[src/rtl/uart_tx_arbiter.sv]
// uart_tx_arbiter
//   Round-robin sharing of one UART transmitter between NUM_REQ byte producers.
//   A byte is taken over a valid/ready handshake and goes to the transmitter
//   as a one-clock tx_dv strobe. tx_byte stays stable until the next accept.
//   After the byte is issued the block waits for tx_done, then idles for GAP_CLKS.
//   A watchdog returns the block to IDLE if tx_done never arrives.
//
// Ports
//   clk          system clock, rising edge
//   rst_n        asynchronous active-low reset
//   req_valid    per-requester "byte available"
//   req_data     requester i byte at [8*i+7:8*i]
//   req_ready    one-hot accept, combinational, only in IDLE
//   tx_dv        one-clock start strobe to the transmitter
//   tx_byte      byte being transmitted
//   tx_active    transmitter busy status (mirrored into busy)
//   tx_done      transmitter finished the current frame
//   grant_id     requester whose byte is in flight / last sent
//   busy         block not idle, or transmitter active
//   timeout_err  one-clock pulse when the watchdog aborts a frame
module uart_tx_arbiter #(
  parameter int NUM_REQ      = 4,
  parameter int GAP_CLKS     = 0,
  parameter int TIMEOUT_CLKS = 4774,
  localparam int GW = (NUM_REQ > 1) ? $clog2(NUM_REQ) : 1
) (
  input  logic                 clk,
  input  logic                 rst_n,
  input  logic [NUM_REQ-1:0]   req_valid,
  input  logic [8*NUM_REQ-1:0] req_data,
  output logic [NUM_REQ-1:0]   req_ready,
  output logic                 tx_dv,
  output logic [7:0]           tx_byte,
  input  logic                 tx_active,
  input  logic                 tx_done,
  output logic [GW-1:0]        grant_id,
  output logic                 busy,
  output logic                 timeout_err
);

  // The counter serves the watchdog and the gap. One spare bit means the
  // increment on the final cycle of either phase cannot wrap.
  localparam int CMAX = (TIMEOUT_CLKS > GAP_CLKS) ? TIMEOUT_CLKS : GAP_CLKS;
  localparam int CW   = $clog2(CMAX) + 1;

  typedef enum logic [1:0] {
    S_IDLE  = 2'd0,
    S_ISSUE = 2'd1,
    S_WAIT  = 2'd2,
    S_GAP   = 2'd3
  } state_t;

  state_t               state;
  state_t               state_nx;
  logic [GW-1:0]        rr_ptr;
  logic [CW-1:0]        cnt;
  logic [GW-1:0]        pick;
  logic [GW-1:0]        next_ptr;
  logic                 found;
  logic                 accept;
  logic                 wd_expire;
  logic                 gap_last;
  logic [NUM_REQ-1:0]   ready_vec;
  logic [7:0]           req_bytes [NUM_REQ];

  for (genvar g = 0; g < NUM_REQ; g++) begin : g_lane
    assign req_bytes[g] = req_data[8*g +: 8];
  end

  // Round-robin pick. The first pass finds the lowest valid index overall,
  // which is the wrap-around candidate. The second pass overrides it with
  // the lowest valid index at or above rr_ptr, when one exists.
  always_comb begin
    pick  = '0;
    found = 1'b0;
    for (int i = NUM_REQ - 1; i >= 0; i--) begin
      if (req_valid[i]) begin
        found = 1'b1;
        pick  = GW'(i);
      end
    end
    for (int i = NUM_REQ - 1; i >= 0; i--) begin
      if (req_valid[i] && (i >= int'(rr_ptr))) begin
        pick = GW'(i);
      end
    end
  end

  always_comb begin
    ready_vec = '0;
    for (int i = 0; i < NUM_REQ; i++) begin
      ready_vec[i] = found && (pick == GW'(i));
    end
  end

  assign next_ptr  = (int'(pick) == NUM_REQ - 1) ? GW'(0) : pick + GW'(1);
  assign accept    = (state == S_IDLE) && found;
  assign wd_expire = (cnt == CW'(TIMEOUT_CLKS - 1));
  assign gap_last  = (cnt == CW'(GAP_CLKS - 1));

  // State register
  always_ff @(posedge clk or negedge rst_n) begin
    if (!rst_n) begin
      state <= S_IDLE;
    end else begin
      state <= state_nx;
    end
  end

  // Next-state logic. A tx_done during ISSUE belongs to an older frame, so
  // ISSUE ignores it. In WAIT, tx_done is tested before the watchdog so
  // that it wins when both occur in the same clock.
  always_comb begin
    state_nx = state;
    case (state)
      S_IDLE:  if (found) state_nx = S_ISSUE;
      S_ISSUE: state_nx = S_WAIT;
      S_WAIT: begin
        if (tx_done) begin
          state_nx = (GAP_CLKS > 0) ? S_GAP : S_IDLE;
        end else if (wd_expire) begin
          state_nx = S_IDLE;
        end
      end
      S_GAP:   if (gap_last) state_nx = S_IDLE;
      default: state_nx = S_IDLE;
    endcase
  end

  // Output logic. req_ready is held low during reset even though the
  // state register already reads IDLE at that point.
  always_comb begin
    req_ready = '0;
    if (rst_n && (state == S_IDLE)) begin
      req_ready = ready_vec;
    end
    busy = (state != S_IDLE) || tx_active;
  end

  // Registered outputs, pointer and counter
  always_ff @(posedge clk or negedge rst_n) begin
    if (!rst_n) begin
      rr_ptr      <= '0;
      tx_dv       <= 1'b0;
      tx_byte     <= '0;
      grant_id    <= '0;
      timeout_err <= 1'b0;
      cnt         <= '0;
    end else begin
      tx_dv       <= accept;
      timeout_err <= (state == S_WAIT) && !tx_done && wd_expire;
      if (accept) begin
        tx_byte  <= req_bytes[pick];
        grant_id <= pick;
        rr_ptr   <= next_ptr;
      end
      case (state)
        S_ISSUE: cnt <= '0;
        S_WAIT:  cnt <= tx_done ? '0 : cnt + CW'(1);
        S_GAP:   cnt <= cnt + CW'(1);
        default: cnt <= '0;
      endcase
    end
  end

endmodule

[config.mk]
export PLATFORM = sky130hd
export DESIGN_NAME = uart_tx_arbiter
export DESIGN_NICKNAME = d
export VERILOG_FILES = /design/src/rtl/uart_tx_arbiter.sv
export SDC_FILE = /design/constraint.sdc
export NUM_CORES = 1
export LEC_CHECK = 0
export BUFFER_PORTS_ARGS = -buffer_cell sky130_fd_sc_hd__buf_2
export CAP_MARGIN = 20
export CORE_MARGIN = 5
export CORE_UTILIZATION = 51
export DETAILED_ROUTE_END_ITERATION = 10
export PLACE_DENSITY = 0.88
export SYNTH_ARGS = -nofsm -noshare
export SYNTH_HDL_FRONTEND = slang
export SYNTH_SLANG_ARGS = --single-unit
[constraint.sdc]
create_clock -name clk -period 2.6 [get_ports clk]
set_input_delay 0.13 -clock clk [delete_from_list [all_inputs] [get_ports clk]]
set_output_delay 0.13 -clock clk [all_outputs]
set_load 0.02 [all_outputs]
==> metrics.cfg, run 1 <==
[run_status]
outcome=complete, no violations

[clock_network]
cts_resized=0
hold_buffers=2
tritoncts_sinks=30
clock_tree.root_cell=sky130_fd_sc_hd__clkbuf_4
worstSkewPairLatency_ns=0.33
clk_transition_reported_paths_ns=0.09
post_cts.repair.setup_buffers=0
cts_inserted_buffers=5
clock_tree.htree_level_count=2
cts_tree=done
ctsLongestPathBuffers=2

[worst_setup_path]
r2r_slack_ns=0.86
cells_along_the_critical_path=nand2b_1 > a21oi_1 > a211o_1 > inv_1 > ha_1 > and3_1 > buf_2
timing.critical_path.slowest_stage_cell=sky130_fd_sc_hd__dfrtp_1
critPathCaptureType=output pin
r2r-start=rr_ptr[0]$_DFFE_PN0P_
critical_path.endpoint=req_ready[3]
max_stage_delay_ns=0.42
required_ns=2.47
startpoint_type=flop
worst-r2r-cell-count=6
maximum_net_fanout_on_the_critical_path=5
worstPathArrival_ns=1.83
critical_path_buf_inv_count=2
critical-path-top-delay-family=flip-flops
path_depth=7
cp-startpoint=rr_ptr[0]$_DFFE_PN0P_
rr_endpoint=tx_byte[7]$_DFFE_PN0P_
start_to_end_type_of_the_worst_setup_path=reg2out

[synthesis]
postSynthCellCount=168
ys_seq_area_frac=0.454
yosys.area_share.simple=0.197
synth_fa_ha_area_frac=0.0454
yosys.area.top_type_share=0.454
main_combinational_cell_family_by_area_after_synthesis=simple AND/OR/NAND/NOR gates
mappedNetlistArea_um2=1650
synth-xor-area-share=0.0636
synthesis.yosys.warnings=0
synthTopCellsByArea=sky130_fd_sc_hd__dfrtp_1 (45%), sky130_fd_sc_hd__mux2i_1 (9.7%), sky130_fd_sc_hd__nand2_1 (4.8%)
synth.largest_area_cell=sky130_fd_sc_hd__dfrtp_1
share_of_the_synthesized_area_in_compound_gates_ao_oa_aoi_oai=0.0946
synth.ff_latch_count=30
synth.lib_cells_used.distinct=32
yosys-mux-area-fraction=0.0969
mean_instance_size_in_the_synthesized_netlist_um2=9.84
mappedNetlistNets=214

[sta]
tightestPinTransition_ns=0.364
rsz0062_at_grt=false
worst_slew_margin_rel=0.755
period_share=0.753
final_critical_path_setup_slack_ns=0.642
final-setup-viol-count=0
fmax_mhz=511
fin_skew_ns=0.00770
period_minus_slack_ns=1.96
holdWs_ns=0.127
timing.setup.tns_ns=0
maxSlewViolCount=0
finalHoldViolCount=0

[cells_and_area]
sequential_cell_area_um2=751
area_overhead_vs_synth_pct=23.7
fin_nets=278
ant_cells=0
post-route-cell-area_um2=2040
layout_cells_sized_above_1=0.292
total_area_of_multi_input_combinational_cells_um2=822
fillerInstances=266

[floorplanning]
dieWidth_um=66.9
initial_utilization=0.537
core_region_area_um2=3080
fp.dieArea_um2=4480
standard_cell_row_count=20
die-height_um=66.9
ios=57

[hold_path]
min_path_cells=3
hold_class=in2reg

[place]
placed_cell_area_um2=1960
port-buffer-count=56
detailed_place_hpwl_um=2960
rd_place_congestion=0.796
place_worst_setup_slack_ns=0.886

[pwr]
leakage_power_summed_over_all_cells_nw=1.06
cellPowerDensity_nw_per_um2=872
highest_ir_drop_seen_on_vdd_v=0.000534

[global_routing]
grt_overflow=0
grt_start_max_net_pins=28
grt_pass1_wl_um=6240
grt_pass1_vias=1418
antenna_found_initial=0
gr-usage-all-layers=0.185

[routing]
drt_pass1_iterations=4
detail_route.drc_violations=0
drt.antenna.violating_nets=0
vias=1464
initial_detailed_routing_violation_count=35
detail_route.wl_per_cell_um=13.9
drt-vias-per-instance=5.29
routed_wl_um=3850

[job]
max_capacitance_violation_total=0

-- flip-flops by register name (all words and copies together) (netlist names) --
register,count
rr_ptr,2
tx_byte,8
cnt,14
state,2
grant_id,2
tx_dv,1
timeout_err,1
-- how the worst min path moves through the flow --
| stage | from | to |
|---|---|---|
| after floorplan | rst_n | cnt[0]$_DFF_PN0_ |
| after global placement | rst_n | tx_byte[7]$_DFFE_PN0P_ |
| after detailed placement | rst_n | tx_byte[7]$_DFFE_PN0P_ |
| after CTS | req_data[29] | tx_byte[5]$_DFFE_PN0P_ |
| after global routing | req_data[20] | tx_byte[4]$_DFFE_PN0P_ |
| final | req_data[10] | tx_byte[2]$_DFFE_PN0P_ |
-- per-stage QoR --
stage / power (mW) / util / std cells
2_1_floorplan: 1.29 / - / 168
3_3_place_gp: 1.47 / 0.638 / 267
3_5_place_dp: 1.51 / 0.638 / 267
4_1_cts: 1.79 / 0.664 / 277
5_1_grt: 1.91 / 0.664 / 277
6_report: 1.78 / 0.664 / 277
-- where the power goes --
group | total (mW) | switching [mW] | internal (mW)
clock network | 0.287 | 0.156 | 0.131
registers | 0.706 | 0.107 | 0.599
logic | 0.789 | 0.479 | 0.310
total | 1.78 | 0.743 | 1.04
-- Yosys cell counts --
| master | count |
|---|---|
| sky130_fd_sc_hd__dfrtp_1 | 30 |
| sky130_fd_sc_hd__nand2_1 | 21 |
| sky130_fd_sc_hd__nor2_1 | 21 |
| sky130_fd_sc_hd__mux2i_1 | 16 |
| sky130_fd_sc_hd__inv_1 | 8 |
| sky130_fd_sc_hd__o221ai_1 | 8 |
| sky130_fd_sc_hd__nand3_1 | 7 |
| sky130_fd_sc_hd__and3_1 | 6 |
| sky130_fd_sc_hd__ha_1 | 6 |
| sky130_fd_sc_hd__xnor2_1 | 6 |
| sky130_fd_sc_hd__xor2_1 | 6 |
| sky130_fd_sc_hd__a21oi_1 | 4 |
| sky130_fd_sc_hd__nor3_1 | 4 |
| sky130_fd_sc_hd__a31oi_1 | 2 |
| sky130_fd_sc_hd__buf_6 | 2 |
| sky130_fd_sc_hd__nand2b_1 | 2 |
| sky130_fd_sc_hd__nand4_1 | 2 |
| sky130_fd_sc_hd__nor4b_1 | 2 |
| sky130_fd_sc_hd__o21ai_0 | 2 |
| sky130_fd_sc_hd__a211o_1 | 1 |
| sky130_fd_sc_hd__a21o_1 | 1 |
| sky130_fd_sc_hd__a311o_2 | 1 |
| sky130_fd_sc_hd__buf_12 | 1 |
| sky130_fd_sc_hd__clkbuf_1 | 1 |
| sky130_fd_sc_hd__clkinv_1 | 1 |
| sky130_fd_sc_hd__nand2_2 | 1 |
| sky130_fd_sc_hd__nor3b_1 | 1 |
| sky130_fd_sc_hd__nor4_1 | 1 |
| sky130_fd_sc_hd__o22ai_1 | 1 |
| sky130_fd_sc_hd__o32a_1 | 1 |
| sky130_fd_sc_hd__or2_1 | 1 |
| sky130_fd_sc_hd__or3_1 | 1 |
-- metal layers --
metal  track usage  share of wire
met5             0              0
met2         0.318           0.51
met4        0.0734          0.019
met1         0.217           0.41
met3        0.0489          0.057
-- worst min-delay path: stages --
cell and delay (ns):
sky130_fd_sc_hd__buf_2 0.07, sky130_fd_sc_hd__mux2i_1 0.06, sky130_fd_sc_hd__o221ai_1 0.16
-- placed cells by master, fill, tap and decap left out, types with 3 or more instances in the layout --
master / instances
sky130_fd_sc_hd__buf_2: 56
sky130_fd_sc_hd__dfrtp_1: 30
sky130_fd_sc_hd__nor2_1: 21
sky130_fd_sc_hd__nand2_1: 21
sky130_fd_sc_hd__mux2i_1: 16
sky130_fd_sc_hd__inv_1: 8
sky130_fd_sc_hd__o221ai_1: 8
sky130_fd_sc_hd__nand3_1: 7
sky130_fd_sc_hd__and3_1: 6
sky130_fd_sc_hd__xnor2_1: 6
sky130_fd_sc_hd__xor2_1: 6
sky130_fd_sc_hd__ha_1: 6
sky130_fd_sc_hd__clkbuf_4: 5
sky130_fd_sc_hd__a21oi_1: 4
sky130_fd_sc_hd__nor3_1: 4
sky130_fd_sc_hd__buf_4: 3
-- logic make-up (layout without fill, tap and decap cells) --
| logic type | Yosys count | after routing |
|---|---|---|
| AND/OR/NAND/NOR | 70 | 70 |
| adder cells (fa/ha/maj) | 6 | 6 |
| XOR/XNOR | 12 | 12 |
| buffers and inverters | 13 | 78 |
| AO/OA/AOI/OAI | 21 | 21 |
| multiplexers | 16 | 16 |
| flip-flops | 30 | 30 |
-- cell type report --
class,count,area share
clock inverter,1,0.00245
sequential,30,0.367
timing repair buffer,61,0.158
inverter,9,0.0165
tap,44,0.0269
clock buffer,7,0.0269
multi-input combinational,125,0.402
(Power assumes the default switching activity.)
==> run 2, diff against run 1 <==
--- a/config.mk
+++ b/config.mk
@@ -8,9 +8,9 @@
 export BUFFER_PORTS_ARGS = -buffer_cell sky130_fd_sc_hd__buf_2
 export CAP_MARGIN = 20
 export CORE_MARGIN = 5
-export CORE_UTILIZATION = 51
+export CORE_UTILIZATION = 45
 export DETAILED_ROUTE_END_ITERATION = 10
-export PLACE_DENSITY = 0.88
+export PLACE_DENSITY = 0.83
 export SYNTH_ARGS = -nofsm -noshare
 export SYNTH_HDL_FRONTEND = slang
 export SYNTH_SLANG_ARGS = --single-unit
==> constraint.sdc (replaced) <==
create_clock -name clk -period 1.6 [get_ports clk]
set_input_delay 0.08 -clock clk [delete_from_list [all_inputs] [get_ports clk]]
set_output_delay 0.08 -clock clk [all_outputs]
set_load 0.02 [all_outputs]
==> run 2 against run 1 <==
Effect of this change:
- the run now ends with setup timing left
- sequential cell count stayed put
- via count is 3.4% higher
- final cell count is 4.0% higher
- wire length is 9.6% higher
- clock skew is 0.0011 ns lower
- critical endpoint unchanged
==> metrics.cfg, run 2 (same netlist as run 1, synthesis figures left out) <==
[run_status]
outcome=finished with violations  ; was complete, no violations
violations=setup timing

[clock_network]
clk_transition_reported_paths_ns=0.06  ; was 0.09 ns
cts_inserted_buffers=5  ; unchanged
worstSkewPairLatency_ns=0.28  ; was 0.33 ns
ctsLongestPathBuffers=2  ; unchanged
cts_tree=done  ; unchanged
clock_tree.htree_level_count=2  ; unchanged
clock_tree.root_cell=sky130_fd_sc_hd__clkbuf_8  ; was sky130_fd_sc_hd__clkbuf_4
tritoncts_sinks=30  ; unchanged

[sta]
fmax_mhz=544
period_share=1.15
period_minus_slack_ns=1.84
tightestPinTransition_ns=0.332  ; was 0.364 ns
final-setup-viol-count=12  ; was 0
fin_skew_ns=0.00663  ; was 0.00770 ns
maxSlewViolCount=0  ; unchanged
final_critical_path_setup_slack_ns=-0.238  ; was 0.642 ns
holdWs_ns=0.109  ; was 0.127 ns
rsz0062_at_grt=true  ; was false
worst_slew_margin_rel=0.779  ; was 0.755
finalHoldViolCount=0  ; unchanged

[cells_and_area]
sequential_cell_area_um2=751  ; unchanged
fin_nets=285  ; was 278
largest_reg_flops=14  ; unchanged
top_registers=cnt: 14 flops, tx_byte: 8 flops  ; unchanged
final_util=0.615  ; was 0.664
total_area_of_multi_input_combinational_cells_um2=856  ; was 822 µm²
regMostFlops=cnt  ; unchanged
fillerInstances=313  ; was 266
layout_cells_sized_above_1=0.358  ; was 0.292
highest_count_cells_in_the_layout_ignoring_fill_and_taps=sky130_fd_sc_hd__buf_2 (52), sky130_fd_sc_hd__dfrtp_1 (30), sky130_fd_sc_hd__nor2_1 (21), sky130_fd_sc_hd__nand2_1 (21), sky130_fd_sc_hd__mux2i_1 (15)  ; was sky130_fd_sc_hd__buf_2 (56), sky130_fd_sc_hd__dfrtp_1 (30), sky130_fd_sc_hd__nor2_1 (21), sky130_fd_sc_hd__nand2_1 (21), sky130_fd_sc_hd__mux2i_1 (16)
finalNonFillerCells=288  ; was 277
layout_commonest_cell=sky130_fd_sc_hd__buf_2  ; unchanged
ant_cells=0  ; unchanged
area_overhead_vs_synth_pct=34.2  ; was 23.7%

[global_routing]
grt_pass1_wl_um=6780  ; was 6240 µm
grt_start_max_net_pins=28  ; unchanged
antenna_found_initial=0  ; unchanged
gr-usage-all-layers=0.170  ; was 0.185
grt_overflow=0  ; unchanged
grt_pass1_vias=1513  ; was 1,418

[worst_setup_path]
cells_along_the_critical_path=nand2b_1 > a21oi_1 > a211o_1 > inv_2 > ha_2 > and3_4 > buf_6  ; was nand2b_1 > a21oi_1 > a211o_1 > inv_1 > ha_1 > and3_1 > buf_2
worstPathArrival_ns=1.76  ; was 1.83 ns
maximum_net_fanout_on_the_critical_path=4  ; was 5
path_depth=7  ; unchanged
timing.critical_path.slowest_stage_cell=sky130_fd_sc_hd__dfrtp_1  ; unchanged
startpoint_type=flop  ; unchanged
r2r-start=rr_ptr[0]$_DFFE_PN0P_  ; unchanged
required_ns=1.52  ; was 2.47 ns
r2r_slack_ns=-0.18  ; was 0.86 ns
start_to_end_type_of_the_worst_setup_path=reg2out  ; unchanged
rr_endpoint=tx_byte[2]$_DFFE_PN0P_  ; was tx_byte[7]$_DFFE_PN0P_
critical_path.endpoint=req_ready[3]  ; unchanged
worst-r2r-cell-count=7  ; was 6
critPathCaptureType=output pin  ; unchanged
critical_path_buf_inv_count=2  ; unchanged
cp-startpoint=rr_ptr[0]$_DFFE_PN0P_  ; unchanged
critical-path-top-delay-family=flip-flops  ; unchanged
max_stage_delay_ns=0.41  ; was 0.42 ns

[floorplanning]
die-height_um=70.6  ; was 66.9 µm
dieWidth_um=70.6  ; was 66.9 µm
core_region_area_um2=3610  ; was 3080 µm²
standard_cell_row_count=22  ; was 20
ios=57  ; unchanged
fp.dieArea_um2=4990  ; was 4480 µm²
initial_utilization=0.458  ; was 0.537

[routing]
detail_route.drc_violations=0  ; unchanged
detail_route.wl_per_cell_um=14.7  ; was 13.9 µm
drt-vias-per-instance=5.26  ; was 5.29
drt_pass1_iterations=4  ; unchanged
drt.antenna.violating_nets=0  ; unchanged
vias=1514  ; was 1,464
routed_wl_um=4220  ; was 3850 µm
initial_detailed_routing_violation_count=92  ; was 35

[hold_path]
hold_class=in2reg  ; unchanged

[job]
max_capacitance_violation_total=0  ; unchanged

[place]
rd_place_congestion=0.822  ; was 0.796
port-buffer-count=56  ; unchanged
dpl.cell_count=273  ; was 267
place_worst_setup_slack_ns=-0.0319  ; was 0.886 ns
detailed_place_hpwl_um=2950  ; was 2960 µm

[pwr]
highest_ir_drop_seen_on_vdd_v=0.000714  ; was 0.000534 V
leakage_power_summed_over_all_cells_nw=1.11  ; was 1.06 nW
post-layout-total-power_mw=3.30  ; was 1.78 mW
cellPowerDensity_nw_per_um2=1490  ; was 872 nW/µm²

==> run 2: cell types whose count changed in the layout (fill, tap and decap cells not counted), sizes merged <==
cell    delta
buf        +6
clkbuf     +1
==> run 2: worst min-delay path, stage by stage <==
cell and delay, ns:
sky130_fd_sc_hd__buf_2 0.07, sky130_fd_sc_hd__mux2i_1 0.05, sky130_fd_sc_hd__o221ai_1 0.15
==> run 2: area by class of cell <==
type,instances,area share
clock buffer,7,0.0389
clock inverter,1,0.00226
inverter,9,0.0152
multi-input combinational,125,0.386
sequential,30,0.338
tap,48,0.0271
timing repair buffer,68,0.192
==> run 2: metal layers <==
metal,global-route usage,share of wire,up-vias
li1,-,-,733
met5,0,0,-
met4,0.0689,0.015,0
met1,0.196,0.40,737
met3,0.0426,0.045,7
met2,0.301,0.54,37
==> run 2: report_power, final <==
part	total (mW)	internal, mW	switching, mW
combinational	1.55	0.682	0.872
sequential	1.13	0.976	0.154
clock	0.619	0.346	0.273
total	3.30	2.00	1.30
==> run 2: how the worst min path moves through the flow <==
stage	start	end	slack, ns	cells past startpoint
finish	req_data[27]	tx_byte[3]$_DFFE_PN0P_	0.11	3
global placement	rst_n	tx_byte[1]$_DFFE_PN0P_	-0.08	1
floorplan	rst_n	cnt[0]$_DFF_PN0_	-0.22	0
detailed placement	rst_n	tx_byte[1]$_DFFE_PN0P_	-0.07	1
CTS	req_data[27]	tx_byte[3]$_DFFE_PN0P_	0.11	3
global route	req_data[27]	tx_byte[3]$_DFFE_PN0P_	0.13	3
==> run 2: metrics by stage <==
step	setup TNS, ns	area, µm²
CTS	-0.946	2160
finish	-2.08	2220
floorplan	0	1650
detailed placement	-0.0319	2000
global route	-3.45	2220
global placement	0	2000
==> run 2: timing repair <==
| action | 4_1_cts | 5_1_grt |
|---|---|---|
| endpoints found under the setup margin | 6 | 14 |
| hold buffers | 2 | 0 |
| setup buffers | 3 | 1 |
| pin swaps | 4 | 1 |
| gates resized for setup | 11 | 7 |
| cloned | 0 | 1 |
| hold endpoints to repair | 31 | 0 |
